`src/rtl/mem_bus_arbiter.sv`:
```
// rtl/mem_bus_arbiter.sv - two-master round-robin arbiter for a single fixed-latency memory port
// Optional macro ARB_FIXED_PRIORITY_EN: master 0 always wins ties (master 1 may starve).
module mem_bus_arbiter #(
    parameter int ADDR_W  = 32,
    parameter int DATA_W  = 32,
    parameter int MEM_LAT = 1
) (
    input  logic              clock,
    input  logic              reset,
    input  logic              m0_req_i,
    input  logic              m0_rw_i,
    input  logic [ADDR_W-1:0] m0_addr_i,
    input  logic [DATA_W-1:0] m0_wdata_i,
    output logic              m0_gnt_o,
    output logic [DATA_W-1:0] m0_rdata_o,
    output logic              m0_rvalid_o,
    input  logic              m1_req_i,
    input  logic              m1_rw_i,
    input  logic [ADDR_W-1:0] m1_addr_i,
    input  logic [DATA_W-1:0] m1_wdata_i,
    output logic              m1_gnt_o,
    output logic [DATA_W-1:0] m1_rdata_o,
    output logic              m1_rvalid_o,
    output logic [ADDR_W-1:0] mem_address_o,
    output logic [DATA_W-1:0] mem_datao_o,
    output logic              mem_rw_o,
    output logic              mem_en_o,
    input  logic [DATA_W-1:0] mem_data_i
);

    localparam logic [1:0] ST_IDLE   = 2'd0;
    localparam logic [1:0] ST_ACCESS = 2'd1;
    localparam logic [1:0] ST_WAIT   = 2'd2;
    localparam logic [3:0] LAT_LOAD  = 4'(MEM_LAT - 1);

    logic [1:0]        state_q, state_d;
    logic              last_winner_q, last_winner_d;
    logic              owner_q, owner_d;
    logic [3:0]        cnt_q, cnt_d;
    logic [ADDR_W-1:0] mem_address_q, mem_address_d;
    logic [DATA_W-1:0] mem_datao_q, mem_datao_d;
    logic              mem_rw_q, mem_rw_d;
    logic              mem_en_q, mem_en_d;
    logic              m0_gnt_q, m0_gnt_d, m1_gnt_q, m1_gnt_d;
    logic              m0_rvalid_q, m0_rvalid_d, m1_rvalid_q, m1_rvalid_d;
    logic [DATA_W-1:0] m0_rdata_q, m0_rdata_d, m1_rdata_q, m1_rdata_d;
    logic              winner;

    always_comb begin
`ifdef ARB_FIXED_PRIORITY_EN
        winner = ~m0_req_i;
`else
        // On a tie the master that did not win last time goes next.
        winner = (m0_req_i && m1_req_i) ? ~last_winner_q : m1_req_i;
`endif
    end

    always_comb begin
        state_d       = state_q;
        last_winner_d = last_winner_q;
        owner_d       = owner_q;
        cnt_d         = cnt_q;
        mem_address_d = mem_address_q;
        mem_datao_d   = mem_datao_q;
        mem_rw_d      = mem_rw_q;
        mem_en_d      = mem_en_q;
        m0_gnt_d      = 1'b0;
        m1_gnt_d      = 1'b0;
        m0_rvalid_d   = 1'b0;
        m1_rvalid_d   = 1'b0;
        m0_rdata_d    = m0_rdata_q;
        m1_rdata_d    = m1_rdata_q;

        case (state_q)
            ST_IDLE: begin
                mem_en_d = 1'b0;
                mem_rw_d = 1'b0;
                if (m0_req_i || m1_req_i) begin
                    owner_d       = winner;
                    last_winner_d = winner;
                    mem_address_d = winner ? m1_addr_i  : m0_addr_i;
                    mem_datao_d   = winner ? m1_wdata_i : m0_wdata_i;
                    mem_rw_d      = winner ? m1_rw_i    : m0_rw_i;
                    mem_en_d      = 1'b1;
                    m0_gnt_d      = ~winner;
                    m1_gnt_d      = winner;
                    state_d       = ST_ACCESS;
                end
            end
            ST_ACCESS: begin
                if (mem_rw_q) begin
                    mem_en_d = 1'b0;
                    mem_rw_d = 1'b0;
                    state_d  = ST_IDLE;
                end else begin
                    cnt_d   = LAT_LOAD;
                    state_d = ST_WAIT;
                end
            end
            ST_WAIT: begin
                mem_rw_d = 1'b0;
                cnt_d    = cnt_q - 4'd1;
                if (cnt_q == 4'd0) begin
                    if (owner_q) begin
                        m1_rdata_d  = mem_data_i;
                        m1_rvalid_d = 1'b1;
                    end else begin
                        m0_rdata_d  = mem_data_i;
                        m0_rvalid_d = 1'b1;
                    end
                    mem_en_d = 1'b0;
                    state_d  = ST_IDLE;
                end
            end
            default: begin
                mem_en_d = 1'b0;
                mem_rw_d = 1'b0;
                state_d  = ST_IDLE;
            end
        endcase
    end

    // Asynchronous reset so an abort drops the memory strobes without waiting for a clock.
    always_ff @(posedge clock or posedge reset) begin
        if (reset) begin
            state_q       <= ST_IDLE;
            last_winner_q <= 1'b1;
            owner_q       <= 1'b0;
            cnt_q         <= 4'd0;
            mem_address_q <= '0;
            mem_datao_q   <= '0;
            mem_rw_q      <= 1'b0;
            mem_en_q      <= 1'b0;
            m0_gnt_q      <= 1'b0;
            m1_gnt_q      <= 1'b0;
            m0_rvalid_q   <= 1'b0;
            m1_rvalid_q   <= 1'b0;
            m0_rdata_q    <= '0;
            m1_rdata_q    <= '0;
        end else begin
            state_q       <= state_d;
            last_winner_q <= last_winner_d;
            owner_q       <= owner_d;
            cnt_q         <= cnt_d;
            mem_address_q <= mem_address_d;
            mem_datao_q   <= mem_datao_d;
            mem_rw_q      <= mem_rw_d;
            mem_en_q      <= mem_en_d;
            m0_gnt_q      <= m0_gnt_d;
            m1_gnt_q      <= m1_gnt_d;
            m0_rvalid_q   <= m0_rvalid_d;
            m1_rvalid_q   <= m1_rvalid_d;
            m0_rdata_q    <= m0_rdata_d;
            m1_rdata_q    <= m1_rdata_d;
        end
    end

    assign m0_gnt_o      = m0_gnt_q;
    assign m1_gnt_o      = m1_gnt_q;
    assign m0_rvalid_o   = m0_rvalid_q;
    assign m1_rvalid_o   = m1_rvalid_q;
    assign m0_rdata_o    = m0_rdata_q;
    assign m1_rdata_o    = m1_rdata_q;
    assign mem_address_o = mem_address_q;
    assign mem_datao_o   = mem_datao_q;
    assign mem_rw_o      = mem_rw_q;
    assign mem_en_o      = mem_en_q;

endmodule

```
`config.mk`:
```
export PLATFORM = sky130hd
export DESIGN_NAME = mem_bus_arbiter
export DESIGN_NICKNAME = d
export VERILOG_FILES = /design/src/rtl/mem_bus_arbiter.sv
export SDC_FILE = /design/constraint.sdc
export NUM_CORES = 1
export LEC_CHECK = 0
export ABC_AREA = 1
export ABC_CLOCK_PERIOD_IN_PS = 5400
export CAP_MARGIN = 20
export CORE_UTILIZATION = 42
export DETAILED_ROUTE_END_ITERATION = 8
export GPL_TIMING_DRIVEN = 0
export PLACE_DENSITY = 0.89
export SLEW_MARGIN = 20
export SYNTH_ARGS = -nofsm -noshare
export SYNTH_HDL_FRONTEND = slang
export SYNTH_SLANG_ARGS = --single-unit
export TNS_END_PERCENT = 10
```
`constraint.sdc`:
```
create_clock -name clock -period 5.4 [get_ports clock]
set_clock_uncertainty 0.2 [all_clocks]
set_input_delay 0.81 -clock clock [delete_from_list [all_inputs] [get_ports clock]]
set_output_delay 0.81 -clock clock [all_outputs]
set_load 0.02 [all_outputs]
```
==> summary.txt, run 1 <==
Worst setup path start: mem_address_o[9]
Pre-Repair DR Iteration Count: 5
Sequential-to-total area share from yosys stat: 54.27%
Setup WS pre-CTS: 2.874 ns
Root Buffer: clkbuf_16
Synth async-reset ratio: 100.0%
Rows: 45
Area grow syn2layout: 59.10%
Yosys top cell area share: 53.87%
Synth Area in Adders: 0.3820%
Overall routed net length: 21280 um
WP buf/inv: 1
Critical path peak fanout: 2
Top cells by area, synth: dfrtp_1 (54%), nand2_1 (27%), nand4_1 (6.2%)
Post-synthesis simple-gate area fraction: 39.26%
CTS sink cnt: 142
Mapped Nets: 1003
Synth Area in Compound Gates: 0.4585%
Levels on crit path: 1
Initial antenna violation count: 0
Met2 Resource Use GR: 48.64%
Syn Std Cell Area: 6550 um2
CP Capture Type: primary output
Setup violations, final: 0
Post-CTS Setup Repair Bufs: 0
Crit path cell chain: clkdlybuf4s50_1
Core box area: 15200 um2
Largest stage delay, worst path: 0.68 ns
R2r endpoint: m1_rdata_o[21]
Setup WS post-layout: 2.935 ns
Placed cell areas: 9813 um2
Die extent in x: 126.9 um
Worst Hold Slack: 0.2705 ns
Share of layout cells above drive strength 1: 7.732%
Unique masters post-synth: 19
ANT nets after route: 0
Initial core utilization: 43.09%
Synth Area in XOR/XNOR: 0%
Family with the most delay on the worst path: buffers and inverters
Vias in the first global route: 6744
Number of enable flip-flop cells after synthesis: 0
Outcome: complete, no violations
Fin nets: 1322
Avg Inst Size Synth: 7.844 um2
Hold Violations, Final: 0
Total die area: 16100 um2
Warning count from the yosys run: 0
TritonCTS clock tree: done
Slowest cell on the critical path: clkdlybuf4s50_1
Drt initial violations: 447
Die Span Y: 126.9 um
Largest family of logic cells by synthesized area: simple AND/OR/NAND/NOR gates
Setup crit start kind: register
RSZ-0062 raised after global routing: false
Routed vias: 6889
Period utilization: 45.65%
Post-route cell area: 10420 um2
# resized after CTS: 0
Max VDD drop: 265.6 uV
FMAX: 405.7 MHz
CTS clk-pin slew, worst paths: 0.06 ns
Diode count: 0
Hpwl dp: 16080 um
Worst slew margin: 59.71%
GP Congestion: 0.9150
Clock Path Buffers: 2
Tot GR Track Use: 27.21%
Cells after synthesis: 835
DR vias/cell: 5.095
Io pins: 300
PD cells: 607.7 nW/um2
M3 GR Usage: 7.001%
Worst EP arrival: 1.45 ns
Max-slew violations: 0
Final min period: 2.465 ns
Post-synthesis register bit count: 142
Hold Path Class: register to register
CTS buffer count: 17
Post-synth top area cell: dfrtp_1
Worst-Margin Slew: 0.6044 ns
Worst r2r src: cnt_q[0]
Post-synthesis mux area share: 0%
Leakage: 5.204 nW
Top Usage Layer GRT: met2
Largest net degree at the start of global routing: 87
First-pass GRT wire length: 34000 um
Wire length per cell: 15.74 um
Top_reg_cell synth: dfrtp_1
Reg2Reg Depth: 7
Drt drc: 0
Clk_lat worst skew: 0.42 ns
Worst setup path end: mem_address_o[9]
Total grt overflow: 0
Number of max-cap violations: 0
Port Buffers: 299
Cts hold-fix bufs: 0
Setup Crit Path Kind: register to primary output
CTS HTree Levels: 4
Worst EP required: 4.39 ns
Global Route met1 Usage: 30.69%
Worst reg-to-reg setup slack: 3.52 ns
state kept, by name, indices dropped and copies added, names as in the netlist:
| name | count |
|---|---|
| cnt_q | 4 |
| last_winner_q | 1 |
| m0_gnt_o | 1 |
| m0_rdata_o | 32 |
| m0_rvalid_o | 1 |
| m1_gnt_o | 1 |
| m1_rdata_o | 32 |
| m1_rvalid_o | 1 |
| mem_address_o | 32 |
| mem_datao_o | 32 |
| mem_en_o | 1 |
| mem_rw_o | 1 |
| owner_q | 1 |
| state_q | 2 |
synth_stat cells, types with 2 or more instances:
| master | n |
|---|---|
| nand2_1 | 469 |
| dfrtp_1 | 141 |
| nand3_1 | 69 |
| nand4_1 | 65 |
| buf_2 | 40 |
| clkbuf_1 | 11 |
| inv_1 | 11 |
| buf_4 | 10 |
| inv_2 | 3 |
| nor2_1 | 3 |
| o21ai_0 | 3 |
| ha_1 | 2 |
| nor2_4 | 2 |
through the flow:
step	std cells	TNS [ns]	util [%]	power, W
floorplan	835	0	-	0.003566
global route	1352	0	68.55	0.006703
finish	1352	0	68.55	0.006333
global placement	1322	-185.99	64.32	0.005026
CTS	1352	0	68.55	0.006348
detailed placement	1323	0	64.55	0.005105
layer usage:
layer / vias up / part of all wire, %
met3: 45 / 8.9
met1: 3181 / 37
met4: 0 / 2.8
met2: 354 / 51
li1: 3309 / -
met5: - / 0
cell families (layout without fill, tap and decap cells):
kind of cell / after synthesis / after routing
AO/OA/AOI/OAI: 5 / 5
buffers and inverters: 75 / 404
flip-flops: 142 / 142
AND/OR/NAND/NOR: 611 / 611
adder cells (fa/ha/maj): 2 / 2
worst min-delay path, delay by kind of cell, from the launching register on:
kind	cells	cell delay (ns)
flip-flops	1	0.34
AND/OR/NAND/NOR	2	0.09
cell type report:
type | count | area, um2
Timing Repair Buffer | 300 | 3020
Buffer | 61 | 316.6
Inverter | 14 | 60.06
Tap cell | 188 | 235.2
Sequential cell | 142 | 3555
Clock inverter | 10 | 165.2
Clock buffer | 19 | 442.9
Fill cell | 1127 | 4781
Multi-Input combinational cell | 618 | 2626
power by group:
group | internal (W) | switching (W) | total (W)
Sequential | 0.00159 | 0.000308 | 0.00190
Clock | 0.000778 | 0.000442 | 0.00122
Combinational | 0.00136 | 0.00186 | 0.00322
Total | 0.00372 | 0.00261 | 0.00633
worst min-delay path by stage:
stage	endpoint	cells after the start	slack, ns	from
floorplan	last_winner_q	2	0.24	last_winner_q
global placement	m1_rdata_o[9]	2	0.25	m1_rdata_o[9]
detailed placement	m1_rdata_o[8]	2	0.26	m1_rdata_o[8]
CTS	m1_rdata_o[8]	2	0.27	m1_rdata_o[8]
global route	m1_rdata_o[24]	2	0.28	m1_rdata_o[24]
finish	m1_rdata_o[24]	2	0.27	m1_rdata_o[24]
cells in the final DEF (no fill, tap or decap), types with 2 or more instances in the layout:
cell type,count
buf_2,40
buf_4,10
bufinv_16,4
clkbuf_1,12
clkbuf_16,17
clkdlybuf4s50_1,299
clkinvlp_4,3
dfrtp_1,141
ha_1,2
inv_1,10
inv_2,3
nand2_1,469
nand3_1,69
nand4_1,65
nor2_1,3
nor2_4,2
o21ai_0,3
(Power assumes the default switching activity.)
==> run 2: changes to the inputs <==
--- a/config.mk
+++ b/config.mk
@@ -6,12 +6,12 @@
 export NUM_CORES = 1
 export LEC_CHECK = 0
 export ABC_AREA = 1
-export ABC_CLOCK_PERIOD_IN_PS = 5400
+export ABC_CLOCK_PERIOD_IN_PS = 2250
 export CAP_MARGIN = 20
-export CORE_UTILIZATION = 42
+export CORE_UTILIZATION = 38
 export DETAILED_ROUTE_END_ITERATION = 8
 export GPL_TIMING_DRIVEN = 0
-export PLACE_DENSITY = 0.89
+export PLACE_DENSITY = 0.85
 export SLEW_MARGIN = 20
 export SYNTH_ARGS = -nofsm -noshare
 export SYNTH_HDL_FRONTEND = slang
==> constraint.sdc (replaced) <==
create_clock -name clock -period 2.25 [get_ports clock]
set_clock_uncertainty 0.2 [all_clocks]
set_input_delay 0.3375 -clock clock [delete_from_list [all_inputs] [get_ports clock]]
set_output_delay 0.3375 -clock clock [all_outputs]
set_load 0.02 [all_outputs]
==> summary.txt, run 2 (synthesis gave the netlist of run 1 again) <==
Outcome: complete, no violations (unchanged)
Io pins: 300 (unchanged)
Root Buffer: clkbuf_16 (unchanged)
CTS buffer count: 17 (unchanged)
Setup violations, final: 0 (unchanged)
Wire length per cell: 16.00 um (was 15.74 um)
Largest stage delay, worst path: 0.70 ns (was 0.68 ns)
Family with the most delay on the worst path: buffers and inverters (unchanged)
Pre-Repair DR Iteration Count: 5 (unchanged)
TritonCTS clock tree: done (unchanged)
GP Congestion: 0.9345 (was 0.9150)
Setup crit start kind: register (unchanged)
Crit path cell chain: clkdlybuf4s50_1 (unchanged)
Most frequent cells in the layout: nand2_1 (469), clkdlybuf4s50_1 (299), dfrtp_1 (141) (unchanged)
Worst setup path start: mem_address_o[16] (was mem_address_o[9])
CTS clk-pin slew, worst paths: 0.06 ns (about the same)
Largest net degree at the start of global routing: 30 (was 87)
PD cells: 1447 nW/um2 (was 607.7 nW/um2)
Critical path peak fanout: 2 (unchanged)
Placed insts: 1359 (was 1323)
Overall routed net length: 22220 um (was 21280 um)
Routed vias: 6925 (was 6889)
Die extent in x: 133.3 um (was 126.9 um)
Final min period: 2.011 ns
DR vias/cell: 4.986 (was 5.095)
ANT nets after route: 0 (unchanged)
Total die area: 17770 um2 (was 16100 um2)
Reg2Reg Depth: 7 (unchanged)
Fillers: 1432 (was 1127)
Core box area: 16700 um2 (was 15200 um2)
Setup WS post-layout: 0.2392 ns (was 2.935 ns)
Initial core utilization: 39.22% (was 43.09%)
Worst slew margin: 61.46% (was 59.71%)
Worst r2r src: cnt_q[0] (unchanged)
Vias in the first global route: 6636 (was 6744)
Leakage: 5.249 nW (was 5.204 nW)
Area grow syn2layout: 61.07% (was 59.10%)
Worst setup path end: mem_address_o[16] (was mem_address_o[9])
Diode count: 0 (unchanged)
Fin nets: 1326 (was 1322)
Worst EP arrival: 1.47 ns (was 1.45 ns)
Clock Path Buffers: 2 (unchanged)
Hpwl dp: 17220 um (was 16080 um)
CP Capture Type: primary output (unchanged)
Setup Crit Path Kind: register to primary output (unchanged)
Cts hold-fix bufs: 0 (unchanged)
Share of layout cells above drive strength 1: 8.212% (was 7.732%)
CTS HTree Levels: 4 (unchanged)
Worst-Margin Slew: 0.5781 ns (was 0.6044 ns)
RSZ-0062 raised after global routing: false (unchanged)
Worst reg-to-reg setup slack: 0.31 ns (was 3.52 ns)
Slowest cell on the critical path: clkdlybuf4s50_1 (unchanged)
Total grt overflow: 0 (unchanged)
Port Buffers: 299 (unchanged)
Levels on crit path: 1 (unchanged)
Post-CTS Setup Repair Bufs: 0 (unchanged)
Drt initial violations: 396 (was 447)
Tot GR Track Use: 25.31% (was 27.21%)
Worst EP required: 1.71 ns (was 4.39 ns)
Max-slew violations: 0 (unchanged)
WP buf/inv: 1 (unchanged)
CTS sink cnt: 142 (unchanged)
Hold Path Class: input port to async pin (was register to register)
Most common cell after layout, fill and taps aside: nand2_1 (unchanged)
Rows: 47 (was 45)
Number of max-cap violations: 0 (unchanged)
R2r endpoint: m0_rdata_o[9] (was m1_rdata_o[21])
FMAX: 497.3 MHz
Period utilization: 89.37%
# resized after CTS: 0 (unchanged)
Clk_lat worst skew: 0.42 ns (about the same)
Drt drc: 0 (unchanged)
Setup WS pre-CTS: 0.1157 ns (was 2.874 ns)
Max VDD drop: 804.8 uV (was 265.6 uV)
Final Non-Filler Cells: 1389 (was 1352)
Hold Violations, Final: 0 (unchanged)
Die Span Y: 133.3 um (was 126.9 um)
Initial antenna violation count: 0 (unchanged)
First-pass GRT wire length: 34600 um (was 34000 um)
run 2: how the worst min path moves through the flow:
| stage | cells after the start | slack, ns | to |
|---|---|---|---|
| 6_report | 2 | 0.09 | mem_address_o[20] |
| 5_1_grt | 2 | 0.12 | mem_datao_o[7] |
| 4_1_cts | 2 | 0.09 | mem_datao_o[7] |
| 3_5_place_dp | 2 | 0.26 | m1_rdata_o[10] |
| 3_3_place_gp | 2 | 0.25 | m1_rdata_o[10] |
| 2_1_floorplan | 2 | 0.24 | last_winner_q |
run 2: layer usage:
layer,GRT usage (%),part of all wire (%)
met1,28.45,37
met2,44.91,51
met3,5.784,8.0
met4,12.69,3.8
met5,0,0
run 2: where the power goes:
part           total, W  switching [W]  internal (W)
clock           0.00290        0.00105       0.00185
sequential      0.00457       0.000755       0.00381
combinational   0.00779        0.00452       0.00327
run 2: area by class of cell:
cell class                 instances  area (um2)  share of cell area [%]
buffer                            61       316.6                   3.000
clock buffer                      21       480.5                   4.554
clock inverter                     9       132.6                   1.257
inverter                          14       56.30                  0.5337
multi-input combinational        618        2626                   24.89
sequential                       142        3555                   33.69
tap                              220       275.3                   2.609
timing repair buffer             304        3108                   29.46
run 2: stage by stage:
stage          power [W]  util (%)  TNS (ns)  hold slack, ns  area [um2]
6_report         0.01526     63.17         0         0.09339       10550
5_1_grt          0.01613     63.17         0          0.1170       10550
4_1_cts          0.01534     63.17         0         0.08786       10550
3_5_place_dp     0.01236     59.50         0          0.2586        9937
3_3_place_gp     0.01213     58.81   -180.60          0.2526        9822
2_1_floorplan   0.008559         -    -8.989          0.2432        6554
==> run 3: changes to the inputs <==
--- a/config.mk
+++ b/config.mk
@@ -6,7 +6,7 @@
 export NUM_CORES = 1
 export LEC_CHECK = 0
 export ABC_AREA = 1
-export ABC_CLOCK_PERIOD_IN_PS = 2250
+export ABC_CLOCK_PERIOD_IN_PS = 1800
 export CAP_MARGIN = 20
 export CORE_UTILIZATION = 38
 export DETAILED_ROUTE_END_ITERATION = 8
==> constraint.sdc (replaced) <==
create_clock -name clock -period 1.8 [get_ports clock]
set_clock_uncertainty 0.2 [all_clocks]
set_input_delay 0.27 -clock clock [delete_from_list [all_inputs] [get_ports clock]]
set_output_delay 0.27 -clock clock [all_outputs]
set_load 0.02 [all_outputs]
==> summary.txt, run 3 (synthesis gave the netlist of run 1 again) <==
Outcome: complete, no violations (unchanged)
Overall routed net length: 22570 um (was 22220 um)
Setup violations, final: 0 (unchanged)
First-pass GRT wire length: 34670 um (was 34600 um)
Max VDD drop: 827.7 uV (was 804.8 uV)
Seq pwr share: 30.9% (was 29.9%)
CP Capture Type: register (was primary output)
Worst EP required: 1.96 ns (was 1.71 ns)
Core box area: 16700 um2 (unchanged)
CTS clk-pin slew, worst paths: 0.06 ns (about the same)
ANT nets after route: 0 (unchanged)
Placed cell areas: 9937 um2 (unchanged)
Max-slew violations: 0 (unchanged)
PD cells: 1746 nW/um2 (was 1447 nW/um2)
Final Non-Filler Cells: 1394 (was 1389)
Most common cell after layout, fill and taps aside: nand2_1 (unchanged)
Met2 routed WL: 11370 um (was 11300 um)
Hold Violations, Final: 0 (unchanged)
CTS HTree Levels: 4 (unchanged)
Reg2Reg Depth: 8 (was 7)
GP Congestion: 0.9345 (unchanged)
Vias in the first global route: 6666 (was 6636)
Setup crit start kind: register (unchanged)
FMAX: 575.0 MHz
WL met3: 1819 um (was 1775 um)
Clock Path Buffers: 2 (unchanged)
Worst slew margin: 59.08% (was 61.46%)
Hold Path Class: input port to async pin (unchanged)
Die Span Y: 133.3 um (unchanged)
Root Buffer: clkbuf_16 (unchanged)
Initial antenna violation count: 0 (unchanged)
Fillers: 1465 (was 1432)
Initial core utilization: 39.22% (unchanged)
Drt drc: 0 (unchanged)
Pre-Repair DR Iteration Count: 5 (unchanged)
Worst EP arrival: 1.90 ns (was 1.47 ns)
Io pins: 300 (unchanged)
Setup WS post-layout: 0.06097 ns (was 0.2392 ns)
DR vias/cell: 5.044 (was 4.986)
Area grow syn2layout: 60.08% (was 61.07%)
P_int: 0.01034 W (was 0.008933 W)
Worst-Margin Slew: 0.6138 ns (was 0.5781 ns)
Clock network power share: 20.0% (was 19.0%)
Diode count: 0 (unchanged)
Wire length per cell: 16.19 um (was 16.00 um)
Wl on met1: 8456 um (was 8301 um)
Routed vias: 7032 (was 6925)
Fin nets: 1331 (was 1326)
Setup WS pre-CTS: -0.2668 ns (was 0.1157 ns)
Switching power: 0.007973 W (was 0.006332 W)
Total die area: 17770 um2 (unchanged)
CTS sink cnt: 142 (unchanged)
TritonCTS clock tree: done (unchanged)
Largest net degree at the start of global routing: 30 (unchanged)
Final min period: 1.739 ns
Most frequent cells in the layout: nand2_1 (469), clkdlybuf4s50_1 (165), dfrtp_1 (141) (was nand2_1 (469), clkdlybuf4s50_1 (299), dfrtp_1 (141))
Share of layout cells above drive strength 1: 8.859% (was 8.212%)
Die extent in x: 133.3 um (unchanged)
Hpwl dp: 17220 um (unchanged)
Finished Core Util: 62.78% (was 63.17%)
Comb power frac: 49.1% (was 51.1%)
RSZ-0062 raised after global routing: true (was false)
Post-route cell area: 10490 um2 (was 10550 um2)
Period utilization: 96.61%
Critical path peak fanout: 10 (was 2)
Tot GR Track Use: 25.37% (was 25.31%)
Leakage: 5.570 nW (was 5.249 nW)
Placed insts: 1359 (unchanged)
Setup TNS: 0 ns (unchanged)
Switching portion of total power: 43.54% (was 41.48%)
Clk_lat worst skew: 0.42 ns (about the same)
Port Buffers: 299 (unchanged)
CTS buffer count: 17 (unchanged)
Drt initial violations: 356 (was 396)
Top sig layer: met4 (unchanged)
Total grt overflow: 0 (unchanged)
Number of max-cap violations: 0 (unchanged)
Rows: 47 (unchanged)
Setup Crit Path Kind: register to register (was register to primary output)
[run 3: power by group through the flow]
| stage | clock [W] | combinational (W) | sequential (W) |
|---|---|---|---|
| after detailed placement | 0 | 0.00974 | 0.00571 |
| final | 0.00366 | 0.00900 | 0.00566 |
| after floorplan | 0 | 0.00331 | 0.00739 |
| after CTS | 0.00369 | 0.00880 | 0.00564 |
| after global placement | 0 | 0.00948 | 0.00568 |
| after global routing | 0.00385 | 0.00970 | 0.00581 |
[run 3: area by class of cell]
cell class              count  area, um2  share of cell area [%]
flip-flops and latches    142       3555                   33.90
repair buffers            309       2988                   28.50
multi-input cells         618       2641                   25.19
clock buffers              21      480.5                   4.582
plain buffers              61      356.6                   3.401
well taps                 220      275.3                   2.625
clock inverters             9      132.6                   1.265
inverters                  14      56.30                  0.5370
[run 3: worst paths after layout]
kind | endpoint | slack, ns | from
setup / recovery | mem_datao_o[14] | 0.06 | last_winner_q
hold / removal | mem_address_o[31] | 0.02 | reset
setup reg to reg | mem_datao_o[14] | 0.06 | last_winner_q
hold reg to reg | m0_rdata_o[11] | 0.27 | m0_rdata_o[11]
max in group asynchronous | last_winner_q | 0.61 | reset
min in group clock | mem_rw_o | 0.20 | m1_rw_i
[run 3: stage by stage]
stage / hold WS, ns / power (W)
6_report: 0.02348 / 0.01831
3_3_place_gp: 0.2526 / 0.01516
5_1_grt: 0.04946 / 0.01935
4_1_cts: 0.02036 / 0.01813
3_5_place_dp: 0.2586 / 0.01545
2_1_floorplan: 0.1796 / 0.01070
[run 3: per-layer routing]
| layer | up-vias | GRT usage, % |
|---|---|---|
| met5 | - | 0 |
| met2 | 386 | 45.23 |
| met3 | 64 | 5.670 |
| li1 | 3334 | - |
| met1 | 3248 | 28.40 |
| met4 | 0 | 12.75 |
[run 3: repair_timing]
action,CTS,global route
pin swaps,1,1
setup endpoints to repair,176,99
gates cloned,0,1
resized for setup,138,18
hold buffers,0,0
buffers inserted,1,3
[run 3: critical path, cell delays in order (launching register included)]
cell	delay (ns)
dfstp_2	0.54
nand2_1	0.08
nand2_1	0.09
clkbuf_4	0.24
buf_4	0.23
nand2_1	0.07
nand2_1	0.10
nand2_1	0.07
nand2_1	0.06
